<file path="src/rtl/rab_pkg.sv">
// rtl/rab_pkg.sv - shared state type and response codes for the R-channel drop injector
//
// Contents:
//   rab_state_e  : PASS (master R channel forwarded) / DROP (injecting a synthetic burst)
//   RESP_OKAY    : 2'b00
//   RESP_SLVERR  : 2'b10
//   drop_resp()  : response code for an injected beat, selected by the prefetch flag
package rab_pkg;

  typedef enum logic {
    ST_PASS = 1'b0,
    ST_DROP = 1'b1
  } rab_state_e;

  localparam logic [1:0] RESP_OKAY   = 2'b00;
  localparam logic [1:0] RESP_SLVERR = 2'b10;

  // Prefetch reads are answered benignly so a speculative access never raises a fault.
  function automatic logic [1:0] drop_resp(input logic prefetch);
    return prefetch ? RESP_OKAY : RESP_SLVERR;
  endfunction

endpackage

</file>
<file path="src/rtl/axi4_r_sender_if.sv">
// rtl/axi4_r_sender_if.sv - AXI4 R channel bundle
//
// Signals:
//   rid, rdata, rresp, rlast, ruser, rvalid : driven by the channel source
//   rready                                  : driven by the channel sink
// Modports:
//   master : channel source (drives payload/valid, receives ready)
//   slave  : channel sink   (receives payload/valid, drives ready)
interface axi4_r_sender_if #(
  parameter int AXI_DATA_WIDTH = 64,
  parameter int AXI_ID_WIDTH   = 10,
  parameter int AXI_USER_WIDTH = 4
) ();

  logic [AXI_ID_WIDTH-1:0]   rid;
  logic [AXI_DATA_WIDTH-1:0] rdata;
  logic [1:0]                rresp;
  logic                      rlast;
  logic [AXI_USER_WIDTH-1:0] ruser;
  logic                      rvalid;
  logic                      rready;

  modport master (
    output rid, rdata, rresp, rlast, ruser, rvalid,
    input  rready
  );

  modport slave (
    input  rid, rdata, rresp, rlast, ruser, rvalid,
    output rready
  );

endinterface

</file>
<file path="src/rtl/axi4_r_drop_fifo.sv">
// rtl/axi4_r_drop_fifo.sv - queue of pending dropped reads awaiting an injected response
//
// Ports:
//   clk, rst   : clock, synchronous active-high reset
//   valid_in   : push request (ignored while full)
//   data_in    : entry to push
//   ready_out  : FIFO not full
//   valid_out  : FIFO not empty
//   data_out   : head entry
//   ready_in   : pop request (ignored while empty)
module axi4_r_drop_fifo #(
  parameter int WIDTH = 18,
  parameter int DEPTH = 4
) (
  input  logic             clk,
  input  logic             rst,
  input  logic             valid_in,
  input  logic [WIDTH-1:0] data_in,
  output logic             ready_out,
  output logic             valid_out,
  output logic [WIDTH-1:0] data_out,
  input  logic             ready_in
);

  localparam int AW = $clog2(DEPTH);

  logic [WIDTH-1:0] r_mem [DEPTH];
  // One extra pointer bit distinguishes full from empty when the indices coincide.
  logic [AW:0]      r_wr_ptr;
  logic [AW:0]      r_rd_ptr;
  logic             w_full;
  logic             w_empty;
  logic             w_push;
  logic             w_pop;

  assign w_full    = (r_wr_ptr[AW] != r_rd_ptr[AW]) &&
                     (r_wr_ptr[AW-1:0] == r_rd_ptr[AW-1:0]);
  assign w_empty   = (r_wr_ptr == r_rd_ptr);
  assign w_push    = valid_in && !w_full;
  assign w_pop     = ready_in && !w_empty;
  assign ready_out = !w_full;
  assign valid_out = !w_empty;
  assign data_out  = r_mem[r_rd_ptr[AW-1:0]];

  always_ff @(posedge clk) begin
    if (rst) begin
      r_wr_ptr <= '0;
      r_rd_ptr <= '0;
    end else begin
      if (w_push) r_wr_ptr <= r_wr_ptr + (AW+1)'(1);
      if (w_pop)  r_rd_ptr <= r_rd_ptr + (AW+1)'(1);
    end
  end

  always_ff @(posedge clk) begin
    if (w_push) r_mem[r_wr_ptr[AW-1:0]] <= data_in;
  end

endmodule

</file>
<file path="src/rtl/axi4_r_sender.sv">
// rtl/axi4_r_sender.sv - R-channel mux that injects zero-data responses for dropped reads
//
// Optional feature macro: AXI4_R_SENDER_PREFETCH_EN (prefetch drops answer OKAY instead of SLVERR).
//
// Ports:
//   axi4_aclk      : clock
//   axi4_arst      : synchronous active-high reset
//   trans_id       : ID of the dropped read
//   trans_len      : ARLEN of the dropped read (burst is trans_len+1 beats)
//   trans_drop     : push strobe for trans_id/trans_len/trans_prefetch
//   trans_prefetch : dropped read is a prefetch
//   drop_ready     : drop queue not full
//   drop_done      : pulse when the last injected beat is accepted
//   s_axi4         : R channel towards the slave port (this block is the source)
//   m_axi4         : R channel from the master port (this block is the sink)
module axi4_r_sender
  import rab_pkg::*;
#(
  parameter int AXI_DATA_WIDTH  = 64,
  parameter int AXI_ID_WIDTH    = 10,
  parameter int AXI_USER_WIDTH  = 4,
  parameter int DROP_FIFO_DEPTH = 4
) (
  input  logic                    axi4_aclk,
  input  logic                    axi4_arst,
  input  logic [AXI_ID_WIDTH-1:0] trans_id,
  input  logic [7:0]              trans_len,
  input  logic                    trans_drop,
  input  logic                    trans_prefetch,
  output logic                    drop_ready,
  output logic                    drop_done,
  axi4_r_sender_if.master         s_axi4,
  axi4_r_sender_if.slave          m_axi4
);

`ifdef AXI4_R_SENDER_PREFETCH_EN
  localparam int ENTRY_W = AXI_ID_WIDTH + 8 + 1;
`else
  localparam int ENTRY_W = AXI_ID_WIDTH + 8;
`endif

  logic [ENTRY_W-1:0]      w_push_entry;
  logic [ENTRY_W-1:0]      w_head;
  logic [AXI_ID_WIDTH-1:0] w_head_id;
  logic [7:0]              w_head_len;
  logic                    w_head_prefetch;
  logic                    w_fifo_valid;
  logic                    w_fifo_ready;
  logic                    w_pop;

  rab_state_e              r_state;
  rab_state_e              w_state_nxt;
  logic [7:0]              r_beat_cnt;
  logic [7:0]              w_beat_cnt_nxt;
  logic                    r_burst_active;
  logic                    w_grant;
  logic                    w_m_rready;
  logic                    w_m_beat;

`ifdef AXI4_R_SENDER_PREFETCH_EN
  assign w_push_entry    = {trans_prefetch, trans_len, trans_id};
  assign w_head_prefetch = w_head[ENTRY_W-1];
`else
  logic w_unused_prefetch;
  assign w_unused_prefetch = trans_prefetch;
  assign w_push_entry      = {trans_len, trans_id};
  assign w_head_prefetch   = 1'b0;
`endif

  assign w_head_id  = w_head[AXI_ID_WIDTH-1:0];
  assign w_head_len = w_head[AXI_ID_WIDTH +: 8];

  axi4_r_drop_fifo #(
    .WIDTH (ENTRY_W),
    .DEPTH (DROP_FIFO_DEPTH)
  ) u_drop_fifo (
    .clk       (axi4_aclk),
    .rst       (axi4_arst),
    .valid_in  (trans_drop),
    .data_in   (w_push_entry),
    .ready_out (w_fifo_ready),
    .valid_out (w_fifo_valid),
    .data_out  (w_head),
    .ready_in  (w_pop)
  );

  // Injection may only start between master bursts so R beats of one ID never interleave.
  assign w_grant  = (r_state == ST_PASS) && w_fifo_valid && !r_burst_active;
  assign w_m_beat = m_axi4.rvalid && w_m_rready;

  always_comb begin
    w_state_nxt    = r_state;
    w_beat_cnt_nxt = r_beat_cnt;
    w_pop          = 1'b0;
    s_axi4.rid     = m_axi4.rid;
    s_axi4.rdata   = m_axi4.rdata;
    s_axi4.rresp   = m_axi4.rresp;
    s_axi4.rlast   = m_axi4.rlast;
    s_axi4.ruser   = m_axi4.ruser;
    s_axi4.rvalid  = m_axi4.rvalid;
    w_m_rready     = s_axi4.rready;

    case (r_state)
      ST_PASS: begin
        // Grant cycle: both directions are blocked for one bubble while beat_cnt loads.
        if (w_grant) begin
          s_axi4.rvalid  = 1'b0;
          w_m_rready     = 1'b0;
          w_state_nxt    = ST_DROP;
          w_beat_cnt_nxt = w_head_len;
        end
      end
      ST_DROP: begin
        s_axi4.rvalid = 1'b1;
        s_axi4.rid    = w_head_id;
        s_axi4.rdata  = '0;
        s_axi4.ruser  = '0;
        s_axi4.rresp  = drop_resp(w_head_prefetch);
        s_axi4.rlast  = (r_beat_cnt == 8'd0);
        w_m_rready    = 1'b0;
        if (s_axi4.rready) begin
          if (r_beat_cnt != 8'd0) begin
            w_beat_cnt_nxt = r_beat_cnt - 8'd1;
          end else begin
            w_pop       = 1'b1;
            w_state_nxt = ST_PASS;
          end
        end
      end
      default: begin
        w_state_nxt = ST_PASS;
      end
    endcase
  end

  always_ff @(posedge axi4_aclk) begin
    if (axi4_arst) begin
      r_state        <= ST_PASS;
      r_beat_cnt     <= 8'd0;
      r_burst_active <= 1'b0;
    end else begin
      r_state    <= w_state_nxt;
      r_beat_cnt <= w_beat_cnt_nxt;
      if (w_m_beat) r_burst_active <= !m_axi4.rlast;
    end
  end

  assign m_axi4.rready = w_m_rready;
  assign drop_ready    = w_fifo_ready;
  // A burst abandoned by reset must not report completion.
  assign drop_done     = w_pop && !axi4_arst;

endmodule

</file>
<file path="src/flat_wrapper.sv">
// flat-port wrapper written by rule: the top's interface ports become plain ports
module axi4_r_sender_flat import rab_pkg::*;
#(
  parameter int AXI_DATA_WIDTH  = 64,
  parameter int AXI_ID_WIDTH    = 10,
  parameter int AXI_USER_WIDTH  = 4,
  parameter int DROP_FIFO_DEPTH = 4
)
  (axi4_aclk, axi4_arst, trans_id, trans_len, trans_drop, trans_prefetch, drop_ready, drop_done, s_axi4_rid, s_axi4_rdata, s_axi4_rresp, s_axi4_rlast, s_axi4_ruser, s_axi4_rvalid, s_axi4_rready, m_axi4_rid, m_axi4_rdata, m_axi4_rresp, m_axi4_rlast, m_axi4_ruser, m_axi4_rvalid, m_axi4_rready);
  axi4_r_sender_if #(.AXI_DATA_WIDTH(AXI_DATA_WIDTH), .AXI_ID_WIDTH(AXI_ID_WIDTH), .AXI_USER_WIDTH(AXI_USER_WIDTH)) s_axi4_i ();
  axi4_r_sender_if #(.AXI_DATA_WIDTH(AXI_DATA_WIDTH), .AXI_ID_WIDTH(AXI_ID_WIDTH), .AXI_USER_WIDTH(AXI_USER_WIDTH)) m_axi4_i ();
  input  logic axi4_aclk;
  input  logic axi4_arst;
  input  logic [AXI_ID_WIDTH-1:0] trans_id;
  input  logic [7:0] trans_len;
  input  logic trans_drop;
  input  logic trans_prefetch;
  output logic drop_ready;
  output logic drop_done;
  output wire logic [$bits(s_axi4_i.rid)-1:0] s_axi4_rid;
  output wire logic [$bits(s_axi4_i.rdata)-1:0] s_axi4_rdata;
  output wire logic [$bits(s_axi4_i.rresp)-1:0] s_axi4_rresp;
  output wire logic [$bits(s_axi4_i.rlast)-1:0] s_axi4_rlast;
  output wire logic [$bits(s_axi4_i.ruser)-1:0] s_axi4_ruser;
  output wire logic [$bits(s_axi4_i.rvalid)-1:0] s_axi4_rvalid;
  input wire logic [$bits(s_axi4_i.rready)-1:0] s_axi4_rready;
  input wire logic [$bits(m_axi4_i.rid)-1:0] m_axi4_rid;
  input wire logic [$bits(m_axi4_i.rdata)-1:0] m_axi4_rdata;
  input wire logic [$bits(m_axi4_i.rresp)-1:0] m_axi4_rresp;
  input wire logic [$bits(m_axi4_i.rlast)-1:0] m_axi4_rlast;
  input wire logic [$bits(m_axi4_i.ruser)-1:0] m_axi4_ruser;
  input wire logic [$bits(m_axi4_i.rvalid)-1:0] m_axi4_rvalid;
  output wire logic [$bits(m_axi4_i.rready)-1:0] m_axi4_rready;
  assign s_axi4_rid = s_axi4_i.rid;
  assign s_axi4_rdata = s_axi4_i.rdata;
  assign s_axi4_rresp = s_axi4_i.rresp;
  assign s_axi4_rlast = s_axi4_i.rlast;
  assign s_axi4_ruser = s_axi4_i.ruser;
  assign s_axi4_rvalid = s_axi4_i.rvalid;
  assign s_axi4_i.rready = s_axi4_rready;
  assign m_axi4_i.rid = m_axi4_rid;
  assign m_axi4_i.rdata = m_axi4_rdata;
  assign m_axi4_i.rresp = m_axi4_rresp;
  assign m_axi4_i.rlast = m_axi4_rlast;
  assign m_axi4_i.ruser = m_axi4_ruser;
  assign m_axi4_i.rvalid = m_axi4_rvalid;
  assign m_axi4_rready = m_axi4_i.rready;
  axi4_r_sender #(.AXI_DATA_WIDTH(AXI_DATA_WIDTH), .AXI_ID_WIDTH(AXI_ID_WIDTH), .AXI_USER_WIDTH(AXI_USER_WIDTH), .DROP_FIFO_DEPTH(DROP_FIFO_DEPTH)) u_core (.axi4_aclk(axi4_aclk), .axi4_arst(axi4_arst), .trans_id(trans_id), .trans_len(trans_len), .trans_drop(trans_drop), .trans_prefetch(trans_prefetch), .drop_ready(drop_ready), .drop_done(drop_done), .s_axi4(s_axi4_i), .m_axi4(m_axi4_i));
endmodule
</file>
<file path="config.mk">
export PLATFORM = sky130hd
export DESIGN_NAME = axi4_r_sender_flat
export DESIGN_NICKNAME = d
export VERILOG_FILES = /design/src/rtl/rab_pkg.sv /design/src/rtl/axi4_r_sender_if.sv /design/src/rtl/axi4_r_drop_fifo.sv /design/src/rtl/axi4_r_sender.sv /design/src/flat_wrapper.sv
export SDC_FILE = /design/constraint.sdc
export NUM_CORES = 1
export LEC_CHECK = 0
export ABC_CLOCK_PERIOD_IN_PS = 3300
export CAP_MARGIN = 30
export CORE_UTILIZATION = 46
export DETAILED_ROUTE_END_ITERATION = 8
export PLACE_DENSITY_LB_ADDON = 0.2
export SYNTH_ARGS = -nofsm -noshare
export SYNTH_HDL_FRONTEND = slang
export SYNTH_SLANG_ARGS = --single-unit
</file>
<file path="constraint.sdc">
create_clock -name axi4_aclk -period 3.3 [get_ports axi4_aclk]
set_clock_uncertainty 0.05 [all_clocks]
set_input_delay 0.66 -clock axi4_aclk [delete_from_list [all_inputs] [get_ports axi4_aclk]]
set_output_delay 0.66 -clock axi4_aclk [all_outputs]
set_load 0.05 [all_outputs]
</file>
==> out/metrics.csv <==
metric;value;unit
gp_congestion;0.821;
cts_max_level;3;
critPathMaxFanout;80;
seq_area_frac_synth;0.587;
worstSetupPathType;flip-flop to output pin;
fin_crit_sh;0.902;
drt_iter0_drc;203;
ys_top_cells_by_count;72 x edfxtp_1, 72 x nor2b_1, 18 x dfxtp_1, 16 x mux4_2;
drv_slew;0;
arrival;2.27;ns
vias_per_cell;5.41;
io_buffer_count;188;
syn_area_per_cell;13.5;µm²
startpoint_type;flip-flop;
clkTransAtPathRegs;0.09;ns
cp_top_family;flip-flops;
yosysWarningCount;0;
core;8890;µm²
stdcell_count;623;
nets;621;
critPathBufInv;1;
worst-path-stages;2;
p_clk_frac;0.187;
grt_max_degree;81;
cap_viol_max_count;0;
routed_wl;11.9;mm
internal_power;2.16;mW
grt_usage;0.253;
cp-startpoint;u_core.r_state;
cts_resized;0;
clock-sinks;90;
netlist.area_leader.share;0.503;
r2r-start;u_core.r_state;
numCtsBuffers;9;
cts_max_path_buffers;2;
min_from;u_core.u_drop_fifo.r_wr_ptr[2];
swShare;0.403;
critPathRequiredTime;2.59;ns
setup.worst_path.end;s_axi4_rresp[1];
drt_pass1_iterations;4;
synthToLayoutAreaGrowth;50.3;%
overflow;0;
total_power;3.61;mW
final_antenna_net_count;0;
vias;3368;
powerDensity;559;nW/µm²
antenna_found_initial;1;
drive_gt1_frac;0.158;
cts_tree;yes;
worstMarginPinSlew;0.860;ns
slowest_stage;dfxtp_4;
synth_cells;319;
start_util;0.483;
end_kind;output pin;
ctsHoldBuffers;0;
cts_setup_buffers;0;
relSlewSlack;0.423;
yosys.area.top_type;edfxtp_1;
worst_path_largest_cell_delay;0.86;ns
p_leak;2.28;nW
max_freq;336;MHz
status;finished clean;
drc_errors;0;
synth.cell_area;4300;µm²
r2r_end;u_core.r_beat_cnt[4];
comb_power_share;0.424;
die_x;98.6;µm
dp_cells;606;
grt_pass1_vias;3457;
crit_chain;or2_2 > clkdlybuf4s50_1;
hold_viol_final;0;
grt_setup_unrepaired;no;
die_area;9730;µm²
p_sw;1.45;mW
die_y;98.6;µm
wl_per_cell;19.2;µm
ff2ff_path_depth;4;
synth_edf_count;72;
final-setup-viol-count;0;
io-pin-count;190;
grt_pass1_wl;18.3;mm
insertion_delay;0.35;ns
ir_worst_vdd;0.395;mV
row_count;34;
async_flop_share;0;
ys_top_cells_by_area;edfxtp_1 50%, nor2b_1 10%, dfxtp_1 8.4%;
fin_crit;2.98;ns
root_buffer;clkbuf_8;
ys.flop_type;edfxtp_1;
ys_types;49;
syn_nets;431;
seqPwrFrac;0.389;
rrSetupSlack;0.97;ns
place_hpwl;9.05;mm
hp-class;flip-flop to flip-flop;
synth_seq_cells;90;
timing.setup.tns;0;ns
-- layout make-up --
cell class	count	area, µm²
sequential	90	2530
fill	621	2430
timing repair buffer	197	1920
multi-input combinational	204	1680
tap	108	135
clock buffer	10	128
clock inverter	6	48.8
inverter	7	26.3
antenna	1	2.50
-- routing by layer --
layer,global-route usage,vias to the layer above,part of all wire
met3,0.0645,19,0.079
met5,0,-,0
li1,-,1572,-
met4,0.114,0,0.028
met2,0.472,145,0.53
met1,0.269,1632,0.36
-- stage by stage --
| step | setup WS (ns) | hold slack, ns | utilization | area [µm²] |
|---|---|---|---|---|
| detailed placement | 0.450 | 0.437 | 0.706 | 6280 |
| finish | 0.323 | 0.452 | 0.726 | 6460 |
| floorplan | 0.434 | 0.413 | - | 4300 |
| CTS | 0.296 | 0.451 | 0.726 | 6460 |
| global placement | 0.484 | 0.435 | 0.706 | 6280 |
| global route | 0.223 | 0.472 | 0.726 | 6460 |
-- worst min-delay path by stage --
stage	end	depth (start not counted)
after detailed placement	u_core.u_drop_fifo.r_wr_ptr[2]	2
after CTS	u_core.u_drop_fifo.r_wr_ptr[2]	2
after global placement	u_core.u_drop_fifo.r_wr_ptr[2]	2
final	u_core.u_drop_fifo.r_wr_ptr[2]	2
after global routing	u_core.u_drop_fifo.r_wr_ptr[2]	2
after floorplan	u_core.u_drop_fifo.r_wr_ptr[2]	2
-- state kept, by name (all words and copies together) (netlist names), named ones only --
signal / flops
u_core.u_drop_fifo.r_mem: 72
u_core.r_beat_cnt: 8
u_core.r_burst_active: 1
u_core.u_drop_fifo.r_rd_ptr: 3
u_core.u_drop_fifo.r_wr_ptr: 3
u_core.r_state: 1
-- kinds of logic after synthesis --
family	count (synthesis)	synth area share
AND/OR/NAND/NOR	122	0.175
buffers and inverters	25	0.0230
adder cells (fa/ha/maj)	7	0.0204
multiplexers	33	0.127
AO/OA/AOI/OAI	36	0.0559
flip-flops	90	0.587
XOR/XNOR	6	0.0122
-- power by group through the flow --
| stage | Combinational [mW] | Clock [mW] | Sequential (mW) |
|---|---|---|---|
| floorplan | 1.03 | 0 | 1.36 |
| global placement | 1.52 | 0 | 1.43 |
| detailed placement | 1.53 | 0 | 1.43 |
| CTS | 1.54 | 0.684 | 1.41 |
| global route | 1.60 | 0.727 | 1.42 |
| finish | 1.53 | 0.674 | 1.41 |
-- layout by cell type, fill, tap and decap left out, drive strengths merged, types with 3 or more instances in the layout --
cell type,n
edfxtp,72
nand3,6
nand4,3
nor2b,72
mux4,16
mux2i,6
nor2,7
dfxtp,18
nand2,6
inv,9
clkdlybuf4s50,165
nor3,5
buf,32
a21oi,10
and2,6
ha,7
mux2,11
or3,4
o31ai,6
xnor2,4
o21ai,6
clkbuf,10
-- worst reg2reg max path: stages (launching register included) --
cell and delay [ns]:
dfxtp_4 0.86, nand2_1 0.40, a21oi_1 0.48, nor2_2 0.15, o31ai_1 0.30
No activity file was read; power rests on OpenSTA's default activity.
